**config.mk**
```make
export PLATFORM = sky130hd
export DESIGN_NAME = vmem_arbiter
export DESIGN_NICKNAME = d
export VERILOG_FILES = /design/src/rtl/vmem_pkg.sv /design/src/rtl/vmem_wr_fifo.sv /design/src/rtl/vmem_arbiter.sv
export SDC_FILE = /design/constraint.sdc
export NUM_CORES = 1
export LEC_CHECK = 0
export ABC_CLOCK_PERIOD_IN_PS = 7800
export CAP_MARGIN = 25
export CORE_MARGIN = 3
export CORE_UTILIZATION = 55
export CTS_CLUSTER_SIZE = 12
export DETAILED_ROUTE_END_ITERATION = 6
export GPL_TIMING_DRIVEN = 0
export HOLD_SLACK_MARGIN = 0.06
export PLACE_DENSITY = 0.84
export SLEW_MARGIN = 20
export SYNTH_ARGS = -nofsm -noshare
export SYNTH_HDL_FRONTEND = slang
export SYNTH_SLANG_ARGS = --single-unit
export TNS_END_PERCENT = 1
```
**constraint.sdc**
```tcl
create_clock -name clock -period 7.8 [get_ports clock]
set_clock_uncertainty 0.05 [all_clocks]
set_input_delay 1.56 -clock clock [delete_from_list [all_inputs] [get_ports clock]]
set_output_delay 1.56 -clock clock [all_outputs]
set_load 0.1 [all_outputs]
```
**src/rtl/vmem_pkg.sv**
```systemverilog
// Shared constants, types and the SRAM address packer for the framebuffer arbiter.
package vmem_pkg;
   localparam int H_W    = 10;
   localparam int V_W    = 9;
   localparam int DW     = 24;
   localparam int MEM_AW = 1 + V_W + H_W;

   typedef logic [DW-1:0] pixel_t;

   typedef enum logic {
      IDLE    = 1'b0,
      PENDING = 1'b1
   } swap_state_t;

   function automatic logic [MEM_AW-1:0] pack_addr(
      input logic           buf_sel,
      input logic [V_W-1:0] v,
      input logic [H_W-1:0] h
   );
      return {buf_sel, v, h};
   endfunction
endpackage

```
**src/rtl/vmem_wr_fifo.sv**
```systemverilog
// Host write queue: synchronous FIFO with a registered occupancy count and
// power-of-two depth so the pointers wrap naturally.
module vmem_wr_fifo #(
   parameter int WIDTH = 8,
   parameter int DEPTH = 4
) (
   input  logic             clock,
   input  logic             reset,
   input  logic             push,
   input  logic             pop,
   input  logic [WIDTH-1:0] din,
   output logic [WIDTH-1:0] dout,
   output logic             full,
   output logic             empty
);
   localparam int PW = $clog2(DEPTH);

   logic [WIDTH-1:0] store_r [DEPTH];
   logic [PW-1:0]    wr_ptr_r, rd_ptr_r;
   logic [PW:0]      count_r;
   logic             push_ok_s, pop_ok_s;

   assign push_ok_s = push && !full;
   assign pop_ok_s  = pop && !empty;
   assign full      = (count_r == (PW+1)'(DEPTH));
   assign empty     = (count_r == {(PW+1){1'b0}});
   assign dout      = store_r[rd_ptr_r];

   // Pointer and occupancy tracking.
   always_ff @(posedge clock or negedge reset) begin
      if (!reset) begin
         wr_ptr_r <= {PW{1'b0}};
         rd_ptr_r <= {PW{1'b0}};
         count_r  <= {(PW+1){1'b0}};
      end else begin
         if (push_ok_s) wr_ptr_r <= wr_ptr_r + PW'(1);
         if (pop_ok_s)  rd_ptr_r <= rd_ptr_r + PW'(1);
         if (push_ok_s && !pop_ok_s) begin
            count_r <= count_r + (PW+1)'(1);
         end else if (!push_ok_s && pop_ok_s) begin
            count_r <= count_r - (PW+1)'(1);
         end else begin
            count_r <= count_r;
         end
      end
   end

   // Entry storage; contents are don't-care until written.
   always_ff @(posedge clock) begin
      if (push_ok_s) store_r[wr_ptr_r] <= din;
   end
endmodule

```
**src/rtl/vmem_arbiter.sv**
```systemverilog
// Framebuffer arbiter: scan-out reads own the SRAM whenever the pixel strobe lands in the
// visible area; queued host writes fill the remaining cycles, and buffer swaps wait for vblank.
module vmem_arbiter
   import vmem_pkg::*;
#(
   parameter int FIFO_DEPTH = 4
) (
   input  logic                 clock,
   input  logic                 reset,
   input  logic                 pix_en,
   input  logic                 disp_valid,
   input  logic [H_W-1:0]       disp_h,
   input  logic [V_W-1:0]       disp_v,
   input  logic                 frame_start,
   output logic [DW-1:0]        disp_data,
   input  logic                 wr_valid,
   output logic                 wr_ready,
   input  logic [V_W+H_W-1:0]   wr_addr,
   input  logic [DW-1:0]        wr_data,
   input  logic                 swap_req,
   output logic                 swap_pending,
   output logic                 front_sel,
   output logic                 mem_en,
   output logic                 mem_we,
   output logic [MEM_AW-1:0]    mem_addr,
   output logic [DW-1:0]        mem_wdata,
   input  logic [DW-1:0]        mem_rdata
);
   localparam int WA = V_W + H_W;
   localparam int EW = WA + DW;

   swap_state_t       state_r, state_d;
   logic              front_sel_r;
   logic              fifo_full_s, fifo_empty_s, push_s, pop_s, read_slot_s, swap_now_s;
   logic [EW-1:0]     fifo_dout_s;
   logic              mem_en_d, mem_we_d, mem_en_r, mem_we_r;
   logic [MEM_AW-1:0] mem_addr_d, mem_addr_r;
   pixel_t            mem_wdata_d, mem_wdata_r, disp_data_r;
   logic              rd_slot1_r, rd_vis1_r, rd_slot2_r, rd_vis2_r;

   assign read_slot_s = pix_en && disp_valid;
   // Reset gates wr_ready directly so the host sees 0 the moment reset asserts.
   assign wr_ready    = reset && !fifo_full_s && (state_r == IDLE);
   assign push_s      = wr_valid && wr_ready;

   vmem_wr_fifo #(.WIDTH(EW), .DEPTH(FIFO_DEPTH)) u_wr_fifo (
      .clock (clock),
      .reset (reset),
      .push  (push_s),
      .pop   (pop_s),
      .din   ({wr_addr, wr_data}),
      .dout  (fifo_dout_s),
      .full  (fifo_full_s),
      .empty (fifo_empty_s)
   );

   // Slot arbitration: display read first, otherwise the FIFO head into the back buffer.
   always_comb begin
      mem_en_d    = 1'b0;
      mem_we_d    = 1'b0;
      mem_addr_d  = mem_addr_r;
      mem_wdata_d = mem_wdata_r;
      pop_s       = 1'b0;
      if (read_slot_s) begin
         mem_en_d   = 1'b1;
         mem_addr_d = pack_addr(front_sel_r, disp_v, disp_h);
      end else if (!fifo_empty_s) begin
         mem_en_d    = 1'b1;
         mem_we_d    = 1'b1;
         pop_s       = 1'b1;
         mem_addr_d  = pack_addr(~front_sel_r, fifo_dout_s[EW-1 -: V_W], fifo_dout_s[DW +: H_W]);
         mem_wdata_d = fifo_dout_s[DW-1:0];
      end else begin
         mem_en_d = 1'b0;
      end
   end

   // Registered SRAM interface.
   always_ff @(posedge clock or negedge reset) begin
      if (!reset) begin
         mem_en_r    <= 1'b0;
         mem_we_r    <= 1'b0;
         mem_addr_r  <= {MEM_AW{1'b0}};
         mem_wdata_r <= {DW{1'b0}};
      end else begin
         mem_en_r    <= mem_en_d;
         mem_we_r    <= mem_we_d;
         mem_addr_r  <= mem_addr_d;
         mem_wdata_r <= mem_wdata_d;
      end
   end

   // Two-stage slot tracker lining up each pixel strobe with the SRAM read latency.
   always_ff @(posedge clock or negedge reset) begin
      if (!reset) begin
         rd_slot1_r  <= 1'b0;
         rd_vis1_r   <= 1'b0;
         rd_slot2_r  <= 1'b0;
         rd_vis2_r   <= 1'b0;
         disp_data_r <= {DW{1'b0}};
      end else begin
         rd_slot1_r <= pix_en;
         rd_vis1_r  <= read_slot_s;
         rd_slot2_r <= rd_slot1_r;
         rd_vis2_r  <= rd_vis1_r;
         if (rd_slot2_r) begin
            disp_data_r <= rd_vis2_r ? mem_rdata : {DW{1'b0}};
         end
      end
   end

   // Swap FSM next state.
   always_comb begin
      state_d    = state_r;
      swap_now_s = 1'b0;
      case (state_r)
         IDLE: begin
            if (swap_req) state_d = PENDING;
            else          state_d = IDLE;
         end
         PENDING: begin
            // mem_we_r flags a write popped last cycle that the SRAM is only now performing.
            if (frame_start && fifo_empty_s && !pop_s && !mem_we_r) begin
               state_d    = IDLE;
               swap_now_s = 1'b1;
            end else begin
               state_d = PENDING;
            end
         end
         default: state_d = IDLE;
      endcase
   end

   // Swap FSM state and front-buffer select.
   always_ff @(posedge clock or negedge reset) begin
      if (!reset) begin
         state_r     <= IDLE;
         front_sel_r <= 1'b0;
      end else begin
         state_r <= state_d;
         if (swap_now_s) front_sel_r <= ~front_sel_r;
      end
   end

   assign disp_data    = disp_data_r;
   assign swap_pending = (state_r == PENDING);
   assign front_sel    = front_sel_r;
   assign mem_en       = mem_en_r;
   assign mem_we       = mem_we_r;
   assign mem_addr     = mem_addr_r;
   assign mem_wdata    = mem_wdata_r;
endmodule

```
; ---- Yosys cells after proc, flatten, opt, wreduce, memory -nomap -nowiden
; Memories as Yosys holds them, arrays and structs flattened.
; Index checks and enable logic that the tools add are counted.
[classes]
mux = 15
n_bitwise = 4
add_sub_neg = 4
n_eq_ne = 2
n_reduce_logical = 20
[ops]
columns = op, n
row1 = $mux W20, 2
row2 = $mux W24, 1
row3 = $logic_and A1 B1 Y1, 11
row4 = $mux W1, 9
row5 = $logic_not A1 Y1, 6
row6 = $mux W3, 2
row7 = $add A2 B1 Y2 const B, 2
row8 = $not A1 Y1, 4
row9 = $add A3 B1 Y3 const B, 1
row10 = $eq A3 B3 Y1 const B, 1
row11 = $logic_not A3 Y1, 1
row12 = $sub A3 B1 Y3 const B, 1
row13 = $ne A2 B1 Y1 const B, 1
row14 = $pmux W1 S2, 1
row15 = $reduce_and A2 Y1, 1
row16 = $reduce_bool A2 Y1, 1
[word_totals]
input_bits = 93
output_inout_bits = 73
mem_count = 1
regBits = 83
elab_cells = 60
mem_bits_rw = 172
[memory_table]
columns = memory, words, word_bits, rd, rd_clocked_by_memory_dff, write_ports, line
row1 = u_wr_fifo.store_r, 4, 43, 1, 0, 1, vmem_wr_fifo.sv:18  ; logic [WIDTH-1:0] store_r [DEPTH];

; ---- Logic depth before layout (Yosys ltp)
; Gate-level depths: netlist of the first run.
[logic_depth]
ltp_word = 10
ltp_mapped = 9

; ---- Modules after synthesis
; Synthesis of the first run repeated with hierarchy kept, for this count alone.
[unflattened]
hier_cells = 521
area_unflattened_um2 = 9859.5
[modules_own_cells]
columns = module, seq_area_each_um2, cells_each, area_per_inst_um2, instances
row1 = vmem_wr_fifo, 5340.1, 261, 6693.9, 1
row2 = vmem_arbiter, 1901.8, 260, 3165.5, 1

; ---- Least setup slack after synthesis of the first run
; OpenSTA, ideal clock, no wires.
[synth_path]
kind = input-to-output
start = input reset
end = output wr_ready
stages = 2
arrival_time_ns = 3.103
path_buffers = 0
path_slack_ns = 3.087
path_cell_list = nand2b_1 a21oi_1
[synth_between]
elab_chain_len = 2
[synth_rtl]
columns = item, line
row1 = from (decl), vmem_arbiter.sv:9  ; input logic reset,
row2 = $logic_and A1 B1 Y1 (2 in series), vmem_arbiter.sv:43  ; assign wr_ready = reset && !fifo_full_s && (state_r == IDLE);
row3 = to (decl), vmem_arbiter.sv:17  ; output logic wr_ready,
; No other way between the ends.

; ---- Worst setup path in the final report of the first run
; Ends and elaborated chain as after synthesis.

==> results of run 1 <==
==> power groups by stage <==
stage	Combinational [mW]	Clock, mW	Sequential (mW)
finish	2.09	1.12	1.72
global route	2.19	1.21	1.74
CTS	2.11	1.15	1.72
detailed placement	2.10	0	1.74
global placement	2.06	0	1.74
floorplan	0.639	0	2.68
==> registers in the layout, summed over array words and instances, names as in the netlist <==
name / cells
rd_vis2_r: 1
u_wr_fifo.wr_ptr_r: 2
rd_slot1_r: 1
rd_slot2_r: 1
rd_vis1_r: 1
u_wr_fifo.count_r: 3
front_sel: 1
u_wr_fifo.rd_ptr_r: 2
mem_wdata: 24
mem_we: 1
disp_data: 24
u_wr_fifo.store_r: 172
mem_en: 1
swap_pending: 1
mem_addr: 20
==> cell usage in the layout, fill, tap and decap left out, types with 5 or more instances in the layout <==
master	Yosys	routed
o21ai_0	24	24
clkbuf_1	16	31
inv_1	29	29
clkbuf_16	0	27
edfxtp_1	172	172
buf_4	4	5
nand3_1	25	25
clkdlybuf4s50_1	0	164
dfrtp_1	83	83
nor2_1	24	24
mux2_4	19	19
nand2_1	22	22
mux2_2	7	7
mux4_2	43	43
a21oi_1	39	39
ha_1	5	5
==> cells in the mapped netlist, types with 4 or more instances <==
library cell / n
nor2_1: 24
nand2_1: 22
and2_1: 4
mux2_4: 19
a21oi_1: 39
dfrtp_1: 83
o21ai_0: 24
mux4_2: 43
ha_1: 5
inv_1: 29
nand3_1: 25
mux2_2: 7
xnor2_1: 4
clkbuf_1: 16
edfxtp_1: 172
buf_4: 4
==> layer usage <==
layer	share of wire, %	track usage [%]	vias up
li1	-	-	2419
met1	40	27.14	2698
met2	50	35.23	192
met3	7.2	5.276	41
met4	2.3	5.616	2
met5	0.071	0	-
==> how the worst min path moves through the flow <==
stage                    start         end  slack (ps)  cells after the start
CTS                  rd_vis1_r   rd_vis2_r         300                      0
global route         rd_vis1_r   rd_vis2_r         300                      0
finish               rd_vis1_r   rd_vis2_r         300                      0
floorplan           rd_slot1_r  rd_slot2_r         280                      0
detailed placement   rd_vis1_r   rd_vis2_r         290                      0
global placement     rd_vis1_r   rd_vis2_r         280                      0
==> cell type report <==
| type | count | area, um2 | area share (%) |
|---|---|---|---|
| Clock buffer | 44 | 759.5 | 6.122 |
| Inverter | 30 | 115.1 | 0.9279 |
| Sequential cell | 255 | 7242 | 58.38 |
| Multi-Input combinational cell | 228 | 2185 | 17.61 |
| Buffer | 28 | 138.9 | 1.120 |
| Tap cell | 220 | 275.3 | 2.219 |
| Clock inverter | 3 | 13.76 | 0.1109 |
| Timing Repair Buffer | 166 | 1677 | 13.51 |
==> metrics by stage <==
stage	total power [mW]	setup TNS (ps)	area, um2	utilization (%)
floorplan	3.323	0	9671	-
global placement	3.798	-49590	11600	68.72
detailed placement	3.839	0	11630	68.92
CTS	4.976	0	12410	73.50
global route	5.134	0	12410	73.50
finish	4.936	0	12410	73.50
==> logic make-up after synthesis <==
group | share of synthesized area [%]
AO/OA/AOI/OAI | 3.480
XOR/XNOR | 0.6340
multiplexers | 13.78
buffers and inverters | 2.626
adder cells (fa/ha/maj) | 0.8539
AND/OR/NAND/NOR | 3.739
flip-flops | 74.89
==> insert_results.sql, run 1 <==
INSERT INTO impl_metrics (metric_group, metric, value, unit) VALUES
('power_and_ir_drop', 'vdd_ir_drop_max', '0.3412', 'mV'),
('route', 'routed_wirelength', '19750', 'um'),
('logic_synthesis', 'ys.flop_type', 'edfxtp_1', ''),
('logic_synthesis', 'synth_top_cell_area_share', '53.41', '%'),
('setup_path', 'worstPathBufferInverterCount', '3', ''),
('power_and_ir_drop', 'power_frac_seq', '34.9', '%'),
('placement', 'dp.cells', '927', ''),
('global_routing', 'grt_antenna_before_repair', '1', ''),
('clock_network', 'clock_sinks', '255', ''),
('placement', 'buffer_ports.inserted', '165', ''),
('sta', 'hold_viol_final', '0', ''),
('route', 'vias', '5352', ''),
('logic_synthesis', 'syn_nets', '640', ''),
('setup_path', 'path_cells', 'buf_4, buf_16, nand2b_1, a21oi_1, clkdlybuf4s50_1', ''),
('floorplanning', 'ioPinCount', '166', ''),
('final_layout', 'fillerInstances', '1013', ''),
('sta', 'count_of_final_max_slew_check_failures', '0', ''),
('clock_network', 'clkTransAtPathRegs', '60', 'ps'),
('worst_hold_path', 'hold_path.class', 'reg -> reg', ''),
('setup_path', 'worst-r2r-cell-count', '8', ''),
('setup_path', 'critical_path.startpoint_type', 'input port', ''),
('setup_path', 'crit-reg2reg-launch', 'swap_pending', ''),
('setup_path', 'r2r-end', 'u_wr_fifo.count_r[2]', ''),
('logic_synthesis', 'post_synth_inst_count', '541', ''),
('power_and_ir_drop', 'switching_power', '1.994', 'mW'),
('route', 'detail_route.first_pass.iterations', '6', ''),
('placement', 'place_hpwl', '12760', 'um'),
('sta', 'final.setup.worst_slack', '2405', 'ps'),
('global_routing', 'grt_usage', '20.75', '%'),
('placement', 'gp_congestion', '0.9428', ''),
('power_and_ir_drop', 'netSwitchingFraction', '40.39', '%'),
('power_and_ir_drop', 'p_int', '2.942', 'mW'),
('setup_path', 'timing.critical_path.depth', '5', ''),
('logic_synthesis', 'synth_seq_area_share', '74.89', '%'),
('setup_path', 'worst_ep_required_time', '6190', 'ps'),
('sta', 'period_minus_slack', '5395', 'ps'),
('final_layout', 'flow.area_growth_from_synthesis', '28.28', '%'),
('sta', 'post-route-period-util', '69.17', '%'),
('route', 'initialDrtViolationCount', '219', ''),
('setup_path', 'crit_fanout', '44', ''),
('sta', 'actual_transition_at_the_worst_max_transition_pin', '1038', 'ps'),
('floorplanning', 'chipHeight', '138.6', 'um'),
('floorplanning', 'die_x', '138.6', 'um'),
('clock_network', 'total_of_hold_buffers_inserted_after_clock_tree_synthesis', '0', ''),
('global_routing', 'first_global_vias', '5870', ''),
('sta', 'rsz_0062_raised_after_global_routing', 'no', ''),
('clock_network', 'cts_setup_buffers', '0', ''),
('floorplanning', 'floorplan.initialDensity', '57.30', '%'),
('floorplanning', 'floorplan.die_area', '19210', 'um2'),
('clock_network', 'cts_inserted_buffers', '26', ''),
('flow_run', 'max_cap_check_violation_count', '0', ''),
('logic_synthesis', 'synth_edf_count', '172', ''),
('route', 'post-route-drc-count', '0', ''),
('final_layout', 'antenna_cells', '0', ''),
('power_and_ir_drop', 'leakage_power', '4.506', 'nW'),
('route', 'routed_length_per_placed_instance', '20.27', 'um'),
('logic_synthesis', 'synth.yosys.warnings', '0', ''),
('final_layout', 'finalNetCount', '834', ''),
('global_routing', 'grt_overflow_total', '0', ''),
('power_and_ir_drop', 'power_per_cell_area', '397.9', 'nW/um2'),
('setup_path', 'critical_path.top_delay_family', 'buffers and inverters', ''),
('floorplanning', 'row_count', '47', ''),
('route', 'route.detailed.vias_per_inst', '5.495', ''),
('setup_path', 'biggest_cell_delay_along_the_critical_path', '1160', 'ps'),
('clock_network', 'cts_buffer_depth', '3', ''),
('logic_synthesis', 'synth.avg_cell_area', '17.88', 'um2'),
('floorplanning', 'core_region_area', '16880', 'um2'),
('outcome', 'outcome', 'completed', ''),
('setup_path', 'crit_path_end_kind', 'output pin', ''),
('logic_synthesis', 'ys_top_cells_by_area', 'edfxtp_1 53%, dfrtp_1 21%, mux4_2 10%', ''),
('power_and_ir_drop', 'clkPwrFrac', '22.8', '%');
Note: power is estimated with default switching activity, not from simulation.
==> run 2: changes to the inputs <==
--- a/config.mk
+++ b/config.mk
@@ -5,15 +5,15 @@
 export SDC_FILE = /design/constraint.sdc
 export NUM_CORES = 1
 export LEC_CHECK = 0
-export ABC_CLOCK_PERIOD_IN_PS = 7800
+export ABC_CLOCK_PERIOD_IN_PS = 4500
 export CAP_MARGIN = 25
 export CORE_MARGIN = 3
-export CORE_UTILIZATION = 55
+export CORE_UTILIZATION = 48
 export CTS_CLUSTER_SIZE = 12
 export DETAILED_ROUTE_END_ITERATION = 6
 export GPL_TIMING_DRIVEN = 0
 export HOLD_SLACK_MARGIN = 0.06
-export PLACE_DENSITY = 0.84
+export PLACE_DENSITY = 0.78
 export SLEW_MARGIN = 20
 export SYNTH_ARGS = -nofsm -noshare
 export SYNTH_HDL_FRONTEND = slang
==> constraint.sdc (replaced) <==
create_clock -name clock -period 4.5 [get_ports clock]
set_clock_uncertainty 0.05 [all_clocks]
set_input_delay 0.9 -clock clock [delete_from_list [all_inputs] [get_ports clock]]
set_output_delay 0.9 -clock clock [all_outputs]
set_load 0.1 [all_outputs]
==> insert_results.sql, run 2 (synthesis results as in run 1) <==
INSERT INTO impl_metrics (metric_group, metric, value, unit) VALUES
('global_routing', 'top_usage_layer', 'met2', ''),
('clock_network', 'cts.htree.levels', '1', ''),
('setup_path', 'path_cells', 'buf_4, buf_16, nand2b_1, a21oi_1, clkdlybuf4s50_1', ''),
('sta', 'hold_viol_final', '0', ''),
('setup_path', 'crit-reg2reg-launch', 'swap_pending', ''),
('route', 'detail_route.first_pass.iterations', '4', ''),
('sta', 'worst_slew_margin_rel', '29.77', '%'),
('clock_network', 'clock_sinks', '255', ''),
('worst_hold_path', 'hold_path.class', 'reg -> reg', ''),
('outcome', 'outcome', 'completed', ''),
('sta', 'hold-worst-slack', '301.6', 'ps'),
('global_routing', 'grt_max_degree', '52', ''),
('clock_network', 'cts-root-buf', 'clkbuf_16', ''),
('worst_hold_path', 'min_from', 'rd_slot1_r', ''),
('route', 'post-route-drc-count', '0', ''),
('floorplanning', 'die_x', '147.9', 'um'),
('global_routing', 'groute.layer.met1.usage', '23.29', '%'),
('final_layout', 'layout_commonest_cell', 'edfxtp_1', ''),
('final_layout', 'finalNonFillerCells', '1020', ''),
('power_and_ir_drop', 'vdd_ir_drop_max', '0.5945', 'mV'),
('setup_path', 'ff_to_ff_setup_slack', '1990', 'ps'),
('global_routing', 'grt_overflow_total', '0', ''),
('power_and_ir_drop', 'combPwrFrac', '42.2', '%'),
('floorplanning', 'ioPinCount', '166', ''),
('worst_hold_path', 'hold_end', 'rd_slot2_r', ''),
('flow_run', 'max_cap_check_violation_count', '0', ''),
('setup_path', 'critical_path.top_delay_family', 'buffers and inverters', ''),
('route', 'antenna_violating_nets_post_route', '0', ''),
('clock_network', 'clock_insertion_delay_worst_skew', '510', 'ps'),
('final_layout', 'largest_register_ff_count', '172', ''),
('setup_path', 'critPathKind', 'in -> out', ''),
('setup_path', 'crit_fanout', '51', ''),
('clock_network', 'total_of_hold_buffers_inserted_after_clock_tree_synthesis', '0', ''),
('final_layout', 'finalNetCount', '835', ''),
('placement', 'gp_congestion', '0.8321', ''),
('setup_path', 'r2r-end', 'u_wr_fifo.count_r[2]', ''),
('route', 'vias', '5328', ''),
('setup_path', 'critical_path.slowest_cell', 'clkdlybuf4s50_1', ''),
('floorplanning', 'floorplan.die_area', '21890', 'um2'),
('global_routing', 'grt_usage', '18.46', '%'),
('sta', 'post-route-period-util', '91.98', '%'),
('global_routing', 'grt_antenna_before_repair', '0', ''),
('floorplanning', 'row_count', '51', ''),
('setup_path', 'crit_arrival', '3190', 'ps'),
('final_layout', 'flow.area_growth_from_synthesis', '29.01', '%'),
('clock_network', 'cts_setup_buffers', '0', ''),
('sta', 'fmax', '241.6', 'MHz'),
('clock_network', 'clkTransAtPathRegs', '50', 'ps'),
('clock_network', 'post_cts_resize_count', '0', ''),
('setup_path', 'worst-r2r-cell-count', '8', ''),
('final_layout', 'highest_count_cells_in_the_layout_ignoring_fill_and_taps', '172 x edfxtp_1, 164 x clkdlybuf4s50_1, 83 x dfrtp_1', ''),
('sta', 'finalSetupViolCount', '0', ''),
('power_and_ir_drop', 'p_int', '5.104', 'mW'),
('power_and_ir_drop', 'netSwitchingFraction', '40.56', '%'),
('floorplanning', 'chipHeight', '147.9', 'um'),
('setup_path', 'crit_path_end_kind', 'output pin', ''),
('route', 'initialDrtViolationCount', '236', ''),
('setup_path', 'worst_ep_required_time', '3550', 'ps'),
('sta', 'rsz_0062_raised_after_global_routing', 'no', ''),
('global_routing', 'grtUsageMet3', '4.966', '%'),
('clock_network', 'tritoncts', 'done', ''),
('clock_network', 'cts_inserted_buffers', '27', ''),
('power_and_ir_drop', 'power_per_cell_area', '688.3', 'nW/um2'),
('sta', 'period_minus_slack', '4139', 'ps'),
('setup_path', 'critical_path.startpoint_type', 'input port', ''),
('sta', 'count_of_final_max_slew_check_failures', '0', ''),
('floorplanning', 'floorplan.initialDensity', '49.20', '%'),
('final_layout', 'biggest_register', 'u_wr_fifo.store_r', ''),
('placement', 'dp.cells', '972', ''),
('power_and_ir_drop', 'post-layout-total-power', '8.587', 'mW'),
('route', 'routed_length_per_placed_instance', '19.55', 'um'),
('floorplanning', 'core_region_area', '19650', 'um2'),
('placement', 'buffer_ports.inserted', '165', ''),
('global_routing', 'first_global_vias', '5892', ''),
('setup_path', 'biggest_cell_delay_along_the_critical_path', '1180', 'ps'),
('power_and_ir_drop', 'clkPwrFrac', '23.0', '%'),
('power_and_ir_drop', 'power_frac_seq', '34.8', '%'),
('final_layout', 'antenna_cells', '0', ''),
('power_and_ir_drop', 'switching_power', '3.482', 'mW'),
('worst_hold_path', 'hold-path-cell-count', '0', ''),
('global_routing', 'grt_first_pass_wirelength', '31750', 'um'),
('route', 'route.detailed.vias_per_inst', '5.224', ''),
('global_routing', 'gr-usage-met2', '32.44', '%'),
('final_layout', 'post-route-util', '63.48', '%'),
('final_layout', 'fillerInstances', '1423', ''),
('placement', 'place_hpwl', '13110', 'um'),
('sta', 'actual_transition_at_the_worst_max_transition_pin', '1050', 'ps'),
('route', 'routed_wirelength', '19940', 'um'),
('final_layout', 'post_route_cells_drive_above_1_share', '16.03', '%'),
('clock_network', 'cts_buffer_depth', '3', ''),
('setup_path', 'worstPathBufferInverterCount', '3', ''),
('power_and_ir_drop', 'leakage_power', '4.517', 'nW');
run 2: cell types whose count changed in the layout (fill, tap and decap cells not counted):
| cell | delta |
|---|---|
| clkbuf_1 | -2 |
| clkinv_2 | +2 |
| inv_8 | +1 |
run 2: worst max-delay path by stage:
stage | slack [ps] | end | start | cells past startpoint
after floorplan | 1010 | wr_ready | swap_pending | 2
after global placement | -3040 | u_wr_fifo.store_r[1][18] | reset | 4
after detailed placement | 270 | wr_ready | reset | 5
after CTS | 280 | wr_ready | reset | 5
after global routing | 200 | wr_ready | reset | 5
final | 360 | wr_ready | reset | 5
run 2: per-stage QoR:
step | cell area (um2) | setup slack (ps) | TNS [ps]
2_1_floorplan | 9671 | 1013 | 0
6_report | 12480 | 361.0 | 0
3_3_place_gp | 11650 | -3036 | -582490
4_1_cts | 12480 | 275.7 | 0
5_1_grt | 12480 | 195.0 | 0
3_5_place_dp | 11690 | 274.4 | 0
run 2: worst reg2reg max path, stage by stage, from the launching register on:
cell	delay, ps
dfrtp_1	410
nand2b_1	190
a211oi_2	520
ha_1	290
inv_1	70
fa_1	440
xor2_1	180
nor2_1	140
xor2_1	150
run 2: layout make-up:
cell class                      count  area, um2  area share [%]
Sequential cell                   255       7242           58.05
Timing Repair Buffer              166       1677           13.44
Clock buffer                       42      752.0           6.027
Inverter                           30      115.1          0.9227
Buffer                             28      138.9           1.113
Clock inverter                      6      35.03          0.2808
Tap cell                          265      331.6           2.658
Multi-Input combinational cell    228       2185           17.51
run 2: metal layers:
layer,wire length (um),vias to the layer above
met5,0,-
met4,340,0
met3,1582,35
met2,9958,183
met1,8059,2682
li1,-,2428
run 2: power by group through the flow:
stage,combinational (mW),sequential (mW),clock [mW]
final,3.62,2.99,1.98
after global routing,3.79,3.02,2.13
after CTS,3.67,2.99,2.03
after detailed placement,3.65,3.02,0
after global placement,3.59,3.01,0
after floorplan,1.11,4.65,0
